File: config.mk
export PLATFORM = sky130hd
export DESIGN_NAME = delay_line_mc
export DESIGN_NICKNAME = d
export VERILOG_FILES = /design/src/rtl/delay_line_mc.sv
export SDC_FILE = /design/constraint.sdc
export NUM_CORES = 1
export LEC_CHECK = 0
export CAP_MARGIN = 15
export CORE_UTILIZATION = 25
export CTS_BUF_LIST = sky130_fd_sc_hd__clkbuf_8
export DETAILED_ROUTE_END_ITERATION = 16
export PLACE_DENSITY_LB_ADDON = 0.3
export SLEW_MARGIN = 5
export SYNTH_ARGS = -nofsm -noshare
export SYNTH_HDL_FRONTEND = slang
export SYNTH_SLANG_ARGS = --single-unit
File: constraint.sdc
create_clock -name clk_in -period 8.1 [get_ports clk_in]
set_input_delay 2.025 -clock clk_in [delete_from_list [all_inputs] [get_ports clk_in]]
set_output_delay 2.025 -clock clk_in [all_outputs]
set_load 0.03 [all_outputs]
File: src/rtl/delay_line_mc.sv
// delay_line_mc: multi-channel programmable delay line for 1-bit pulse trains.
//
// Every level change on a channel is timestamped against a shared free-running
// counter and held in that channel's edge FIFO. When the age of the FIFO head
// equals the channel's delay, the head is popped and the output toggles. With
// this arrangement pulse widths are preserved exactly and many pulses can be in
// flight at once.
//
// Optional feature: define DELAY_LINE_MC_SYNC_EN to put a 2-flop synchroniser
// ahead of the input stage. Total input-to-output latency is then delay + 4
// cycles; without the macro it is delay + 2 cycles.
//
// Ports:
//   clk_in      - single clock, all logic on its rising edge
//   rst_n       - asynchronous active-low reset
//   in          - asynchronous pulse inputs, one bit per channel
//   delay_val   - new delay in cycles (0 is treated as 1)
//   delay_ch    - target channel for delay_load
//   delay_load  - one-cycle strobe: apply delay_val to delay_ch, flush its FIFO
//   ovf_clr     - one-cycle strobe: clear all sticky overflow flags
//   out         - delayed copies of in
//   ovf         - sticky per-channel FIFO overflow flags
//   led0        - activity indicator, stretched for 2^LED_W - 1 cycles
//   led1        - OR of all ovf bits
module delay_line_mc #(
    parameter int unsigned CHANNELS    = 2,
    parameter int unsigned CNT_W       = 16,
    parameter int unsigned FIFO_DEPTH  = 16,
    parameter int unsigned DELAY_RESET = 165,
    parameter int unsigned LED_W       = 24,
    localparam int unsigned CH_W       = (CHANNELS > 1) ? $clog2(CHANNELS) : 1
) (
    input  logic                clk_in,
    input  logic                rst_n,
    input  logic [CHANNELS-1:0] in,
    input  logic [CNT_W-1:0]    delay_val,
    input  logic [CH_W-1:0]     delay_ch,
    input  logic                delay_load,
    input  logic                ovf_clr,
    output logic [CHANNELS-1:0] out,
    output logic [CHANNELS-1:0] ovf,
    output logic                led0,
    output logic                led1
);

    localparam int unsigned AW = $clog2(FIFO_DEPTH);
    localparam logic [CNT_W-1:0] DLY_INIT = CNT_W'(DELAY_RESET);

    logic [CNT_W-1:0]    ts_q, ts_d;
    logic [CHANNELS-1:0] stage_q, stage_d;
    logic [CHANNELS-1:0] prev_q, prev_d;
    logic [CHANNELS-1:0] edge_q, edge_d;
    logic [CHANNELS-1:0] out_q, out_d;
    logic [CHANNELS-1:0] ovf_q, ovf_d;
    logic [LED_W-1:0]    led_cnt_q, led_cnt_d;

    logic [CNT_W-1:0]    dly_q [CHANNELS];
    logic [CNT_W-1:0]    dly_d [CHANNELS];
    logic [AW:0]         wr_q  [CHANNELS];
    logic [AW:0]         wr_d  [CHANNELS];
    logic [AW:0]         rd_q  [CHANNELS];
    logic [AW:0]         rd_d  [CHANNELS];
    logic [CNT_W-1:0]    mem_q [CHANNELS][FIFO_DEPTH];
    logic [CNT_W-1:0]    age   [CHANNELS];

    logic [CHANNELS-1:0] det;
    logic [CHANNELS-1:0] empty, full;
    logic [CHANNELS-1:0] load_hit, pop, push, ovfl, flush;

`ifdef DELAY_LINE_MC_SYNC_EN
    logic [CHANNELS-1:0] sync1_q, sync2_q;

    always_ff @(posedge clk_in or negedge rst_n) begin
        if (!rst_n) begin
            sync1_q <= '0;
            sync2_q <= '0;
        end else begin
            sync1_q <= in;
            sync2_q <= sync1_q;
        end
    end

    assign stage_d = sync2_q;
`else
    assign stage_d = in;
`endif

    always_comb begin
        ts_d   = ts_q + CNT_W'(1);
        prev_d = stage_q;
        det    = stage_q ^ prev_q;

        for (int c = 0; c < CHANNELS; c++) begin
            // Modular age of the head handles timestamp wrap for free.
            age[c]      = ts_q - mem_q[c][rd_q[c][AW-1:0]];
            empty[c]    = (wr_q[c] == rd_q[c]);
            full[c]     = (wr_q[c] == {~rd_q[c][AW], rd_q[c][AW-1:0]});
            load_hit[c] = delay_load && (delay_ch == CH_W'(c));
            pop[c]      = !empty[c] && (age[c] == dly_q[c]);
            // A same-cycle pop frees a slot, so only a pop-less push into a full
            // FIFO overflows; a delay load absorbs the edge instead.
            ovfl[c]     = edge_q[c] && full[c] && !pop[c] && !load_hit[c];
            flush[c]    = load_hit[c] || ovfl[c];
            push[c]     = edge_q[c] && !flush[c];

            wr_d[c] = flush[c] ? '0 : wr_q[c] + {{AW{1'b0}}, push[c]};
            rd_d[c] = flush[c] ? '0 : rd_q[c] + {{AW{1'b0}}, pop[c]};

            // On a flush the output snaps to the current level, which already
            // contains every edge that has reached the input stage.
            if (flush[c]) begin
                out_d[c] = stage_q[c];
            end else if (pop[c]) begin
                out_d[c] = ~out_q[c];
            end else begin
                out_d[c] = out_q[c];
            end

            if (load_hit[c]) begin
                dly_d[c] = (delay_val == '0) ? CNT_W'(1) : delay_val;
            end else begin
                dly_d[c] = dly_q[c];
            end

            if (ovfl[c]) begin
                ovf_d[c] = 1'b1;
            end else if (ovf_clr) begin
                ovf_d[c] = 1'b0;
            end else begin
                ovf_d[c] = ovf_q[c];
            end
        end

        // Edges already folded into a flushed output level must not be pushed.
        edge_d = det & ~flush;

        if (det != '0) begin
            led_cnt_d = '1;
        end else if (led_cnt_q != '0) begin
            led_cnt_d = led_cnt_q - LED_W'(1);
        end else begin
            led_cnt_d = led_cnt_q;
        end
    end

    always_ff @(posedge clk_in or negedge rst_n) begin
        if (!rst_n) begin
            ts_q      <= '0;
            stage_q   <= '0;
            prev_q    <= '0;
            edge_q    <= '0;
            out_q     <= '0;
            ovf_q     <= '0;
            led_cnt_q <= '0;
            for (int c = 0; c < CHANNELS; c++) begin
                dly_q[c] <= DLY_INIT;
                wr_q[c]  <= '0;
                rd_q[c]  <= '0;
            end
        end else begin
            ts_q      <= ts_d;
            stage_q   <= stage_d;
            prev_q    <= prev_d;
            edge_q    <= edge_d;
            out_q     <= out_d;
            ovf_q     <= ovf_d;
            led_cnt_q <= led_cnt_d;
            for (int c = 0; c < CHANNELS; c++) begin
                dly_q[c] <= dly_d[c];
                wr_q[c]  <= wr_d[c];
                rd_q[c]  <= rd_d[c];
            end
        end
    end

    // Timestamp storage needs no reset: entries are only read between pointers.
    always_ff @(posedge clk_in) begin
        for (int c = 0; c < CHANNELS; c++) begin
            if (push[c]) begin
                mem_q[c][wr_q[c][AW-1:0]] <= ts_q;
            end
        end
    end

    assign out  = out_q;
    assign ovf  = ovf_q;
    assign led0 = (led_cnt_q != '0);
    assign led1 = (ovf_q != '0);

endmodule

==> metrics.txt, run 1 <==
# TYPE chip_impl_metric gauge
chip_impl_metric{name="numCtsBuffers",unit=""} 96
chip_impl_info{name="critPathCaptureType",value="register"} 1
chip_impl_metric{name="gr-usage-met1",unit=""} 0.168
chip_impl_metric{name="cts_setup_buffers",unit=""} 0
chip_impl_info{name="regToRegEndpoint",value="wr_q[4]$_DFF_PN0_"} 1
chip_impl_metric{name="post_synth_inst_count",unit=""} 1537
chip_impl_info{name="ys_dominant_reg_cell",value="edfxtp_1"} 1
chip_impl_metric{name="clock_sink_count",unit=""} 614
chip_impl_metric{name="reg2regPathDepth",unit=""} 19
chip_impl_metric{name="synthesis.area_per_instance",unit="um2"} 17.1
chip_impl_info{name="global_routing_s_busiest_layer",value="met2"} 1
chip_impl_metric{name="reg2reg_setup_slack",unit="ns"} 1.63
chip_impl_metric{name="finalNetCount",unit=""} 1732
chip_impl_info{name="worstPathCellList",value="buf_4 -> mux4_2 -> mux4_2 -> fa_1 -> nor2b_1 -> o211a_1 -> o21a_1 -> o21ai_0 -> a2111oi_0 -> a2111o_1 -> nor4b_2 -> a21oi_4 -> nor2_1 -> ha_1 -> ha_1 -> nand3_1 -> xnor2_1 -> nand2_1 -> nor2_1"} 1
chip_impl_metric{name="timing.final.crit_period",unit="ns"} 6.47
chip_impl_metric{name="globalRouteMet3Util",unit=""} 0.0278
chip_impl_metric{name="buffer_ports.inserted",unit=""} 28
chip_impl_metric{name="design.die.area",unit="mm2"} 0.107
chip_impl_metric{name="grt_overflow_total",unit=""} 0
chip_impl_metric{name="timing.final.max_slew_violations",unit=""} 0
chip_impl_metric{name="count_of_cells_resized_by_post_cts_repair",unit=""} 0
chip_impl_metric{name="whs",unit="ns"} 0.483
chip_impl_metric{name="hold_violations",unit=""} 0
chip_impl_metric{name="grt_resource_usage_total",unit=""} 0.124
chip_impl_metric{name="grt_first_pass_wirelength",unit="um"} 98500
chip_impl_metric{name="postPlaceCellArea",unit="mm2"} 0.0287
chip_impl_metric{name="die_y",unit="um"} 326
chip_impl_metric{name="synthesis.yosys.warnings",unit=""} 0
chip_impl_metric{name="critical_path.n_buffers_inverters",unit=""} 1
chip_impl_metric{name="required",unit="ns"} 8.72
chip_impl_info{name="run_status",value="finished, final reports clean"} 1
chip_impl_metric{name="synthesis.nets",unit=""} 1604
chip_impl_metric{name="die_width",unit="um"} 326
chip_impl_metric{name="grt_start_max_net_pins",unit=""} 72
chip_impl_info{name="clockRootBuffer",value="clkbuf_8"} 1
chip_impl_metric{name="worst-path-max-fanout",unit=""} 45
chip_impl_info{name="rsz0062_at_grt",value="false"} 1
chip_impl_metric{name="vias",unit=""} 14500
chip_impl_metric{name="postSynth.asyncResetShare",unit=""} 0.166
chip_impl_metric{name="drt_first_pass_iters",unit=""} 5
chip_impl_metric{name="critical_path_arrival",unit="ns"} 7.09
chip_impl_metric{name="final.period_utilization",unit=""} 0.799
chip_impl_metric{name="placer_congestion_estimate",unit=""} 0.846
chip_impl_metric{name="skew",unit="ns"} 0.0544
chip_impl_metric{name="synth_cell_type_count",unit=""} 71
chip_impl_metric{name="clock_tree.htree_level_count",unit=""} 3
chip_impl_metric{name="relative_area_change_from_synthesis_to_final_layout",unit="%"} 16.0
chip_impl_metric{name="timing.final.setup_violations",unit=""} 0
chip_impl_info{name="hold_path.startpoint",value="prev_d[0]$_DFF_PN0_"} 1
chip_impl_metric{name="layout.cell_area.non_filler",unit="mm2"} 0.0305
chip_impl_metric{name="layout-drive-gt1-share",unit=""} 0.245
chip_impl_metric{name="tns",unit="ns"} 0
chip_impl_metric{name="fmax",unit="MHz"} 155
chip_impl_metric{name="drt-wirelength-per-cell",unit="um"} 21.1
chip_impl_info{name="cts_tree",value="done"} 1
chip_impl_info{name="worst_hold_class",value="reg -> reg"} 1
chip_impl_metric{name="initial_core_util",unit=""} 0.253
chip_impl_info{name="regToRegStartpoint",value="rd_q[0]$_DFF_PN0_"} 1
chip_impl_metric{name="total_leakage_power",unit="nW"} 10.1
chip_impl_metric{name="powerDensity",unit="mW/mm2"} 218
chip_impl_metric{name="groute.layer.met2.usage",unit=""} 0.193
chip_impl_metric{name="synth_area",unit="mm2"} 0.0263
chip_impl_metric{name="max_slew_margin",unit=""} 0.271
chip_impl_metric{name="num-fill-cells",unit=""} 10300
chip_impl_metric{name="ys_ff_latch",unit=""} 614
chip_impl_info{name="worst_hold_path.endpoint",value="prev_q[0]$_DFF_PN0_"} 1
chip_impl_metric{name="top_level_ports",unit=""} 29
chip_impl_metric{name="drc",unit=""} 0
chip_impl_metric{name="cts_max_path_buffers",unit=""} 3
chip_impl_metric{name="ant_nets",unit=""} 0
chip_impl_metric{name="place.detailed.hpwl",unit="um"} 40800
chip_impl_metric{name="synth_edf_count",unit=""} 512
chip_impl_metric{name="clock_latency",unit="ns"} 0.72
chip_impl_metric{name="largest_stage_delay_on_the_critical_path",unit="ns"} 1.04
chip_impl_metric{name="total_wire_length",unit="um"} 65700
chip_impl_info{name="critPathLaunchType",value="register"} 1
chip_impl_metric{name="path_clk_slew",unit="ns"} 0.06
chip_impl_metric{name="core_area",unit="mm2"} 0.104
chip_impl_info{name="critical-path-slowest-cell",value="dfrtp_4"} 1
chip_impl_metric{name="power.ir.vdd_worst",unit="mV"} 0.118
chip_impl_info{name="crit_family",value="compound AO/OA/AOI/OAI gates"} 1
chip_impl_info{name="setup.worst_path.start",value="rd_q[0]$_DFF_PN0_"} 1
chip_impl_metric{name="worst_slew_pin_slew",unit="ns"} 1.09
chip_impl_metric{name="cts_hold_buf",unit=""} 0
chip_impl_metric{name="total_of_max_cap_violations",unit=""} 0
chip_impl_metric{name="initial_antenna_violation_count",unit=""} 1
chip_impl_metric{name="whs_path_depth",unit=""} 0
chip_impl_metric{name="synth_seq_area_share",unit=""} 0.681
chip_impl_metric{name="routed_via_density",unit=""} 4.64
chip_impl_metric{name="first_global_vias",unit=""} 15300
chip_impl_info{name="critPathKind",value="reg -> reg"} 1
chip_impl_metric{name="utilization",unit=""} 0.294
chip_impl_metric{name="rows",unit=""} 118
chip_impl_metric{name="drt-initial-drc-count",unit=""} 1143
worst reg2reg max path, cell delays in order (launching register included):
cell	delay [ns]
dfrtp_4	1.04
buf_4	0.35
mux4_2	0.50
mux4_2	0.53
fa_1	0.47
nor2b_1	0.17
o211a_1	0.15
o21a_1	0.22
o21ai_0	0.14
a2111oi_0	0.78
a2111o_1	0.23
nor4b_2	0.08
a21oi_4	0.80
nor2_1	0.13
ha_1	0.24
ha_1	0.20
nand3_1	0.09
xnor2_1	0.13
nand2_1	0.07
nor2_1	0.09
cells in the final DEF, fill, tap and decap left out, drive strengths merged, types with 4 or more instances in the layout:
| master | count |
|---|---|
| a2111oi | 5 |
| a211oi | 5 |
| a21o | 4 |
| a21oi | 33 |
| and2 | 6 |
| and3 | 9 |
| buf | 69 |
| clkbuf | 105 |
| clkdlybuf4s50 | 27 |
| clkinv | 33 |
| dfrtp | 94 |
| dfstp | 8 |
| edfxtp | 512 |
| ha | 42 |
| inv | 87 |
| mux2 | 16 |
| mux2i | 7 |
| mux4 | 159 |
| nand2 | 113 |
| nand2b | 12 |
| nand3 | 35 |
| nand3b | 5 |
| nand4 | 10 |
| nor2 | 52 |
| nor2b | 13 |
| nor3 | 33 |
| nor3b | 6 |
| nor4 | 19 |
| o211ai | 5 |
| o21a | 8 |
| o21ai | 34 |
| o311ai | 4 |
| o31ai | 4 |
| or2 | 7 |
| or3 | 9 |
| xnor2 | 54 |
| xor2 | 40 |
where the power goes:
| part | leakage (nW) | total, mW | internal (mW) | switching, mW |
|---|---|---|---|---|
| combinational | 3.16 | 0.589 | 0.231 | 0.359 |
| clock | 1.04 | 2.49 | 1.26 | 1.23 |
| sequential | 5.93 | 3.57 | 3.50 | 0.0747 |
| total | 10.1 | 6.65 | 4.98 | 1.66 |
flip-flops by register name (all words and copies together) (netlist names):
signal / count
mem_q: 512
dly_q: 32
led_cnt_q: 24
ts_q: 16
rd_q: 10
wr_q: 10
edge_q: 2
out: 2
ovf: 2
prev_d: 2
prev_q: 2
synth_stat cells (10+ instances only):
master | n | area (um2)
buf_1 | 18 | 67.6
nor2_1 | 52 | 195
nor2b_1 | 13 | 81.3
buf_2 | 11 | 55.1
nor4_1 | 18 | 113
xor2_1 | 40 | 350
nand3_1 | 34 | 170
o21ai_0 | 34 | 170
xnor2_1 | 54 | 473
mux4_2 | 159 | 3580
nand4_1 | 10 | 62.6
edfxtp_1 | 512 | 15400
dfrtp_1 | 94 | 2350
mux2_2 | 16 | 180
nand2_1 | 113 | 424
nor3_1 | 33 | 165
nand2b_1 | 12 | 75.1
a21oi_1 | 33 | 165
ha_1 | 42 | 526
clkbuf_1 | 31 | 116
inv_1 | 56 | 210
worst max path at each step:
stage / cells after the start / to
after floorplan: 16 / mem_q[0][112]$_DFFE_PP_
after global placement: 19 / wr_q[4]$_DFF_PN0_
after detailed placement: 16 / mem_q[0][237]$_DFFE_PP_
after CTS: 16 / mem_q[0][237]$_DFFE_PP_
after global routing: 19 / wr_q[4]$_DFF_PN0_
final: 19 / wr_q[4]$_DFF_PN0_
layout make-up:
| type | count | area, um2 | share of cell area |
|---|---|---|---|
| multi-input combinational | 801 | 8050 | 0.264 |
| antenna | 1 | 2.50 | 0.0000820 |
| tap | 1380 | 1730 | 0.0566 |
| sequential | 614 | 17900 | 0.588 |
| clock buffer | 105 | 1450 | 0.0473 |
| timing repair buffer | 96 | 788 | 0.0258 |
| inverter | 56 | 210 | 0.00689 |
| clock inverter | 68 | 359 | 0.0118 |
logic make-up (layout without fill, tap and decap cells):
group | Yosys count | count (layout) | synth area share
other | 0 | 1 | 0
AO/OA/AOI/OAI | 137 | 137 | 0.0353
multiplexers | 182 | 182 | 0.146
buffers and inverters | 122 | 325 | 0.0191
adder cells (fa/ha/maj) | 44 | 44 | 0.0215
flip-flops | 614 | 614 | 0.681
AND/OR/NAND/NOR | 344 | 344 | 0.0658
XOR/XNOR | 94 | 94 | 0.0313
metal layers:
layer	part of all wire	wire, um	up-vias
met1	0.45	29300	7594
li1	-	-	6313
met3	0.066	4350	129
met4	0.029	1880	0
met5	0	0	-
met2	0.46	30200	445
stage by stage:
step	total power [mW]	setup slack (ns)	instances
CTS	6.72	1.59	3120
detailed placement	4.22	1.62	2947
global route	6.91	1.17	3121
global placement	4.22	1.63	2947
floorplan	3.99	1.50	1537
finish	6.65	1.63	3121
(Power assumes the default switching activity.)
==> run 2: changes to the inputs <==
Clock period 8.1 ns to 6.5 ns, I/O delays scaled along.
==> run 2 against run 1 <==
Count of clock-buffer cells in the layout increased by 1; combinational power is 25% higher; first-iteration DRC count down 6.5%; setup slack lost 1.1 ns; clock skew shrank 0.022 ns; sequential power is 25% higher; die area is the same; register-to-register slack lost 1.1 ns; critical path depth decreased by 4.
==> metrics.txt, run 2 (synthesized netlist as in run 1, its figures left out) <==
# TYPE chip_impl_metric gauge
chip_impl_metric{name="count_of_cells_resized_by_post_cts_repair",unit=""} 0
chip_impl_metric{name="groute.layer.met2.usage",unit=""} 0.202
chip_impl_metric{name="core_area",unit="mm2"} 0.104
chip_impl_metric{name="timing.final.max_slew_violations",unit=""} 0
chip_impl_metric{name="final.period_utilization",unit=""} 0.919
chip_impl_metric{name="total_leakage_power",unit="nW"} 10.3
chip_impl_info{name="global_routing_s_busiest_layer",value="met2"} 1
chip_impl_metric{name="layout-drive-gt1-share",unit=""} 0.256
chip_impl_info{name="cts_tree",value="done"} 1
chip_impl_metric{name="rows",unit=""} 118
chip_impl_metric{name="totalPowerFinal",unit="mW"} 8.45
chip_impl_info{name="worst_hold_class",value="reg -> reg"} 1
chip_impl_metric{name="max_slew_margin",unit=""} 0.424
chip_impl_metric{name="largest_register_ffs",unit=""} 512
chip_impl_metric{name="die_y",unit="um"} 326
chip_impl_metric{name="powerDensity",unit="mW/mm2"} 273
chip_impl_info{name="layout.cells.most_common_list",value="edfxtp_1, mux4_2, nand2_1"} 1
chip_impl_metric{name="utilization",unit=""} 0.298
chip_impl_metric{name="die_width",unit="um"} 326
chip_impl_metric{name="required",unit="ns"} 6.91
chip_impl_metric{name="placer_congestion_estimate",unit=""} 0.823
chip_impl_metric{name="initial_core_util",unit=""} 0.253
chip_impl_metric{name="num-fill-cells",unit=""} 10300
chip_impl_info{name="final_common_cell",value="edfxtp_1"} 1
chip_impl_metric{name="total_wire_length",unit="um"} 67000
chip_impl_metric{name="layout.cell_area.non_filler",unit="mm2"} 0.0309
chip_impl_metric{name="timing.final.crit_period",unit="ns"} 5.97
chip_impl_info{name="rsz0062_at_grt",value="false"} 1
chip_impl_metric{name="vias",unit=""} 14600
chip_impl_info{name="clockRootBuffer",value="clkbuf_8"} 1
chip_impl_metric{name="worst_slew_pin_slew",unit="ns"} 0.865
chip_impl_metric{name="p_sw_frac",unit=""} 0.247
chip_impl_metric{name="design.die.area",unit="mm2"} 0.107
chip_impl_metric{name="net-switching-power",unit="mW"} 2.09
chip_impl_metric{name="drt-initial-drc-count",unit=""} 1069
chip_impl_metric{name="first_global_vias",unit=""} 15400
chip_impl_metric{name="whs",unit="ns"} 0.465
chip_impl_info{name="run_status",value="finished, final reports clean"} 1
chip_impl_metric{name="internal_power",unit="mW"} 6.37
chip_impl_metric{name="layout.cells.non_filler",unit=""} 3148
chip_impl_metric{name="tns",unit="ns"} 0
chip_impl_metric{name="drt_first_pass_iters",unit=""} 5
chip_impl_metric{name="hold_violations",unit=""} 0
chip_impl_metric{name="top_level_ports",unit=""} 29
chip_impl_metric{name="worst-path-max-fanout",unit=""} 23
chip_impl_metric{name="numCtsBuffers",unit=""} 98
chip_impl_metric{name="place.detailed.hpwl",unit="um"} 42900
chip_impl_metric{name="grt_first_pass_wirelength",unit="um"} 101000
chip_impl_metric{name="clock_sink_count",unit=""} 614
chip_impl_metric{name="initial_antenna_violation_count",unit=""} 1
chip_impl_metric{name="total_of_max_cap_violations",unit=""} 0
chip_impl_metric{name="cts_max_path_buffers",unit=""} 3
chip_impl_metric{name="power.share.sequential",unit=""} 0.526
chip_impl_info{name="critPathKind",value="reg -> reg"} 1
chip_impl_metric{name="dp_cells",unit=""} 2965
chip_impl_metric{name="ant_nets",unit=""} 0
chip_impl_metric{name="drt-wirelength-per-cell",unit="um"} 21.3
chip_impl_info{name="critPathCaptureType",value="register"} 1
chip_impl_metric{name="cts_hold_buf",unit=""} 0
chip_impl_metric{name="cts_setup_buffers",unit=""} 0
chip_impl_metric{name="finalNetCount",unit=""} 1752
chip_impl_metric{name="clock_tree.htree_level_count",unit=""} 3
chip_impl_metric{name="grt_resource_usage_total",unit=""} 0.127
chip_impl_metric{name="grt_start_max_net_pins",unit=""} 66
chip_impl_metric{name="pwr-share-clk",unit=""} 0.387
chip_impl_metric{name="buffer_ports.inserted",unit=""} 28
chip_impl_metric{name="path_clk_slew",unit="ns"} 0.06
chip_impl_metric{name="globalRouteMet3Util",unit=""} 0.0269
chip_impl_metric{name="postPlaceCellArea",unit="mm2"} 0.0290
chip_impl_metric{name="routed_via_density",unit=""} 4.63
chip_impl_metric{name="clock_latency",unit="ns"} 0.72
chip_impl_info{name="critPathLaunchType",value="register"} 1
chip_impl_metric{name="timing.final.setup_violations",unit=""} 0
chip_impl_metric{name="skew",unit="ns"} 0.0319
chip_impl_metric{name="p_comb_frac",unit=""} 0.087
chip_impl_metric{name="fmax",unit="MHz"} 167
chip_impl_metric{name="gr-usage-met1",unit=""} 0.169
chip_impl_metric{name="power.ir.vdd_worst",unit="mV"} 0.168
chip_impl_metric{name="drc",unit=""} 0
chip_impl_metric{name="final.setup.worst_slack",unit="ns"} 0.526
chip_impl_metric{name="worst_slack_at_placement",unit="ns"} 0.520
chip_impl_metric{name="critical_path_arrival",unit="ns"} 6.38
chip_impl_metric{name="grt_overflow_total",unit=""} 0
chip_impl_metric{name="relative_area_change_from_synthesis_to_final_layout",unit="%"} 17.5
## run 2: power groups by stage
| stage | logic (mW) | clock network [mW] | registers [mW] |
|---|---|---|---|
| 6_report | 0.735 | 3.27 | 4.45 |
| 3_5_place_dp | 0.735 | 0 | 4.52 |
| 2_1_floorplan | 0.485 | 0 | 4.49 |
| 4_1_cts | 0.740 | 3.39 | 4.45 |
| 5_1_grt | 0.811 | 3.55 | 4.46 |
| 3_3_place_gp | 0.732 | 0 | 4.52 |
## run 2: cell type report
cell class	instances	area [um2]	area share
timing repair buffer	114	1070	0.0347
sequential	614	17900	0.580
tap	1380	1730	0.0558
antenna	1	2.50	0.0000809
clock inverter	76	472	0.0152
clock buffer	106	1460	0.0472
multi-input combinational	801	8050	0.260
inverter	56	210	0.00679
## run 2: worst paths after layout
| path | depth (start not counted) | slack, ns | start | to |
|---|---|---|---|---|
| max in group asynchronous | 2 | 4.40 | rst_n | rd_q[5]$_DFF_PN0_ |
| min reg2reg | 0 | 0.46 | prev_d[0]$_DFF_PN0_ | prev_q[0]$_DFF_PN0_ |
| min | 0 | 0.46 | prev_d[0]$_DFF_PN0_ | prev_q[0]$_DFF_PN0_ |
| max reg2reg | 15 | 0.53 | rd_q[0]$_DFF_PN0_ | mem_q[0][404]$_DFFE_PP_ |
| min in group asynchronous | 1 | 1.02 | rst_n | dly_q[4]$_DFFE_PN0P_ |
| max | 15 | 0.53 | rd_q[0]$_DFF_PN0_ | mem_q[0][404]$_DFFE_PP_ |
## run 2: routing by layer
layer  vias to the layer above  part of all wire  routed length [um]
li1                       6355                 -                   -
met1                      7706              0.44               29700
met2                       402              0.47               31700
met3                       114             0.054                3650
met4                         0             0.029                1940
met5                         -                 0                   0
## run 2: critical path, stage by stage (launching register included)
cell	delay (ns)
dfrtp_4	0.72
buf_12	0.26
mux4_2	0.56
mux4_2	0.48
inv_1	0.17
ha_1	0.30
a21oi_1	0.18
o211ai_1	0.37
o221ai_1	0.19
and4bb_1	0.30
o221ai_1	0.12
a2111o_1	0.38
nor4b_2	0.49
a21oi_4	0.29
nor3b_2	0.59
buf_12	0.23
==> run 3: changes to the inputs <==
Settings changed: CORE_MARGIN from default to 3.
Clock period 6.5 ns to 4.85 ns, I/O delays scaled along.
==> run 3 against run 2 <==
The run now ends with negative setup slack left; final cell count grew 7.8%; core utilization grew 3.5 points; global-route usage grew 0.65 points; count of clock-buffer cells in the layout shrank 4; setup slack lost 0.94 ns; critical path type unchanged.
==> metrics.txt, run 3 (synthesized netlist as in run 1, its figures left out) <==
# TYPE chip_impl_metric gauge
chip_impl_metric{name="grt_first_pass_wirelength",unit="um"} 108000
chip_impl_metric{name="skew",unit="ns"} 0.0636
chip_impl_metric{name="initial_core_util",unit=""} 0.253
chip_impl_metric{name="design.die.area",unit="mm2"} 0.109
chip_impl_info{name="final_common_cell",value="edfxtp_1"} 1
chip_impl_metric{name="finalNetCount",unit=""} 2004
chip_impl_info{name="clockRootBuffer",value="clkbuf_8"} 1
chip_impl_info{name="critical-path-slowest-cell",value="mux4_2"} 1
chip_impl_metric{name="critical_path_cell_count",unit=""} 20
chip_impl_metric{name="worst-path-max-fanout",unit=""} 16
chip_impl_metric{name="clock_latency",unit="ns"} 0.74
chip_impl_metric{name="cts_hold_buf",unit=""} 0
chip_impl_metric{name="drc",unit=""} 0
chip_impl_metric{name="grt_start_max_net_pins",unit=""} 49
chip_impl_metric{name="clock_sink_count",unit=""} 614
chip_impl_metric{name="hold_violations",unit=""} 0
chip_impl_metric{name="drt-initial-drc-count",unit=""} 1150
chip_impl_metric{name="initial_antenna_violation_count",unit=""} 5
chip_impl_metric{name="largest_register_ffs",unit=""} 512
chip_impl_info{name="critPathLaunchType",value="register"} 1
chip_impl_metric{name="path_clk_slew",unit="ns"} 0.07
chip_impl_metric{name="power.ir.vdd_worst",unit="mV"} 0.176
chip_impl_metric{name="place.detailed.hpwl",unit="um"} 47100
chip_impl_metric{name="total_wire_length",unit="um"} 74400
chip_impl_info{name="setup.worst_path.start",value="rd_q[0]$_DFF_PN0_"} 1
chip_impl_metric{name="timing.final.crit_period",unit="ns"} 5.26
chip_impl_info{name="rsz0062_at_grt",value="true"} 1
chip_impl_info{name="regToRegStartpoint",value="rd_q[0]$_DFF_PN0_"} 1
chip_impl_metric{name="buffer_ports.inserted",unit=""} 28
chip_impl_metric{name="total_leakage_power",unit="nW"} 11.9
chip_impl_metric{name="max_slew_margin",unit=""} 0.276
chip_impl_metric{name="first_global_vias",unit=""} 16000
chip_impl_info{name="violations",value="negative setup slack"} 1
chip_impl_metric{name="final.period_utilization",unit=""} 1.08
chip_impl_info{name="regToRegEndpoint",value="mem_q[0][271]$_DFFE_PP_"} 1
chip_impl_metric{name="reg2regPathDepth",unit=""} 20
chip_impl_metric{name="worst_slew_pin_slew",unit="ns"} 1.09
chip_impl_info{name="cts_tree",value="done"} 1
chip_impl_metric{name="numCtsBuffers",unit=""} 99
chip_impl_metric{name="required",unit="ns"} 5.22
chip_impl_metric{name="top_level_ports",unit=""} 29
chip_impl_info{name="run_status",value="complete, but fails checks"} 1
chip_impl_metric{name="vias",unit=""} 15500
chip_impl_info{name="worst_hold_class",value="reg -> reg"} 1
chip_impl_metric{name="timing.final.max_slew_violations",unit=""} 0
chip_impl_metric{name="grt_resource_usage_total",unit=""} 0.134
chip_impl_metric{name="total_of_max_cap_violations",unit=""} 0
chip_impl_metric{name="critical_path_arrival",unit="ns"} 5.63
chip_impl_info{name="critPathCaptureType",value="register"} 1
chip_impl_info{name="critPathKind",value="reg -> reg"} 1
chip_impl_metric{name="largest_stage_delay_on_the_critical_path",unit="ns"} 0.53
chip_impl_info{name="layout.cells.most_common_list",value="edfxtp_1, buf_4, mux4_2"} 1
chip_impl_metric{name="die_width",unit="um"} 330
chip_impl_info{name="crit_family",value="buffers and inverters"} 1
chip_impl_info{name="worstPathCellList",value="buf_6 -> buf_12 -> mux4_2 -> mux4_2 -> ha_4 -> fa_2 -> buf_6 -> xnor2_4 -> a2111oi_4 -> and4bb_1 -> o221ai_2 -> a2111o_1 -> nor4b_4 -> buf_4 -> a21oi_4 -> buf_6 -> buf_8 -> buf_12 -> nor2_4 -> buf_12"} 1
chip_impl_metric{name="ant_nets",unit=""} 0
chip_impl_metric{name="clock_tree.htree_level_count",unit=""} 3
chip_impl_info{name="endpoint",value="mem_q[0][271]$_DFFE_PP_"} 1
chip_impl_metric{name="critical_path.n_buffers_inverters",unit=""} 8
chip_impl_metric{name="totalPowerFinal",unit="mW"} 11.7
chip_impl_metric{name="placer_congestion_estimate",unit=""} 0.818
chip_impl_metric{name="timing.final.setup_violations",unit=""} 527
chip_impl_metric{name="num-fill-cells",unit=""} 10000
chip_impl_metric{name="core_area",unit="mm2"} 0.104
chip_impl_metric{name="final.setup.worst_slack",unit="ns"} -0.411
chip_impl_metric{name="tns",unit="ns"} -147.80
chip_impl_metric{name="routed_via_density",unit=""} 4.58
chip_impl_metric{name="rows",unit=""} 118
chip_impl_metric{name="die_y",unit="um"} 330
chip_impl_metric{name="drt-wirelength-per-cell",unit="um"} 21.9
chip_impl_metric{name="cts_max_path_buffers",unit=""} 3
chip_impl_metric{name="grt_overflow_total",unit=""} 0
chip_impl_metric{name="drt_first_pass_iters",unit=""} 5
chip_impl_metric{name="reg2reg_setup_slack",unit="ns"} -0.41
chip_impl_metric{name="relative_area_change_from_synthesis_to_final_layout",unit="%"} 31.4
chip_impl_metric{name="powerDensity",unit="mW/mm2"} 337
chip_impl_metric{name="layout-drive-gt1-share",unit=""} 0.387
chip_impl_metric{name="fmax",unit="MHz"} 190
[run 3: worst min path at each step]
stage,startpoint,end,slack [ns],depth (start not counted)
finish,prev_d[0]$_DFF_PN0_,prev_q[0]$_DFF_PN0_,0.46,0
global route,prev_d[0]$_DFF_PN0_,prev_q[0]$_DFF_PN0_,0.48,0
CTS,prev_d[0]$_DFF_PN0_,prev_q[0]$_DFF_PN0_,0.46,0
detailed placement,prev_d[0]$_DFF_PN0_,prev_q[0]$_DFF_PN0_,0.45,0
global placement,prev_d[0]$_DFF_PN0_,prev_q[0]$_DFF_PN0_,0.43,0
floorplan,prev_d[0]$_DFF_PN0_,prev_q[0]$_DFF_PN0_,0.41,0
[run 3: stage by stage]
step	cell area, um2	util	worst slack [ns]	instances	hold slack (ns)
3_5_place_dp	30900	0.298	-0.625	3135	0.445
5_1_grt	34600	0.333	-0.594	3393	0.483
2_1_floorplan	26800	-	-0.253	1537	0.411
4_1_cts	33800	0.325	-0.370	3355	0.456
6_report	34600	0.333	-0.411	3395	0.457
3_3_place_gp	30900	0.298	-0.521	3135	0.431
[run 3: per-layer routing]
layer / vias up / part of all wire / GRT usage
met5: - / 0.00035 / 0
met4: 4 / 0.016 / 0.0325
met3: 89 / 0.049 / 0.0245
met2: 370 / 0.47 / 0.213
met1: 8194 / 0.47 / 0.190
li1: 6882 / - / -
[run 3: power breakdown]
part / total, mW / switching, mW / internal, mW
Combinational: 1.52 / 0.801 / 0.719
Sequential: 5.97 / 0.127 / 5.84
Clock: 4.18 / 2.09 / 2.09
Total: 11.7 / 3.02 / 8.65
[run 3: area by class of cell]
type	count	area, um2	share of cell area
flip-flops and latches	614	17900	0.519
inverters	56	213	0.00615
repair buffers	365	4090	0.118
clock inverters	74	429	0.0124
well taps	1380	1730	0.0499
clock buffers	102	1400	0.0406
diodes	3	7.51	0.000217
multi-input cells	801	8770	0.253
[run 3: repair_timing]
action / in CTS / in global routing
endpoints found under the setup margin: 533 / 533
setup buffers: 32 / 35
gates cloned: 12 / 10
resized for setup: 106 / 99
pin swaps: 30 / 33
endpoints found under the hold margin: 0 / 0
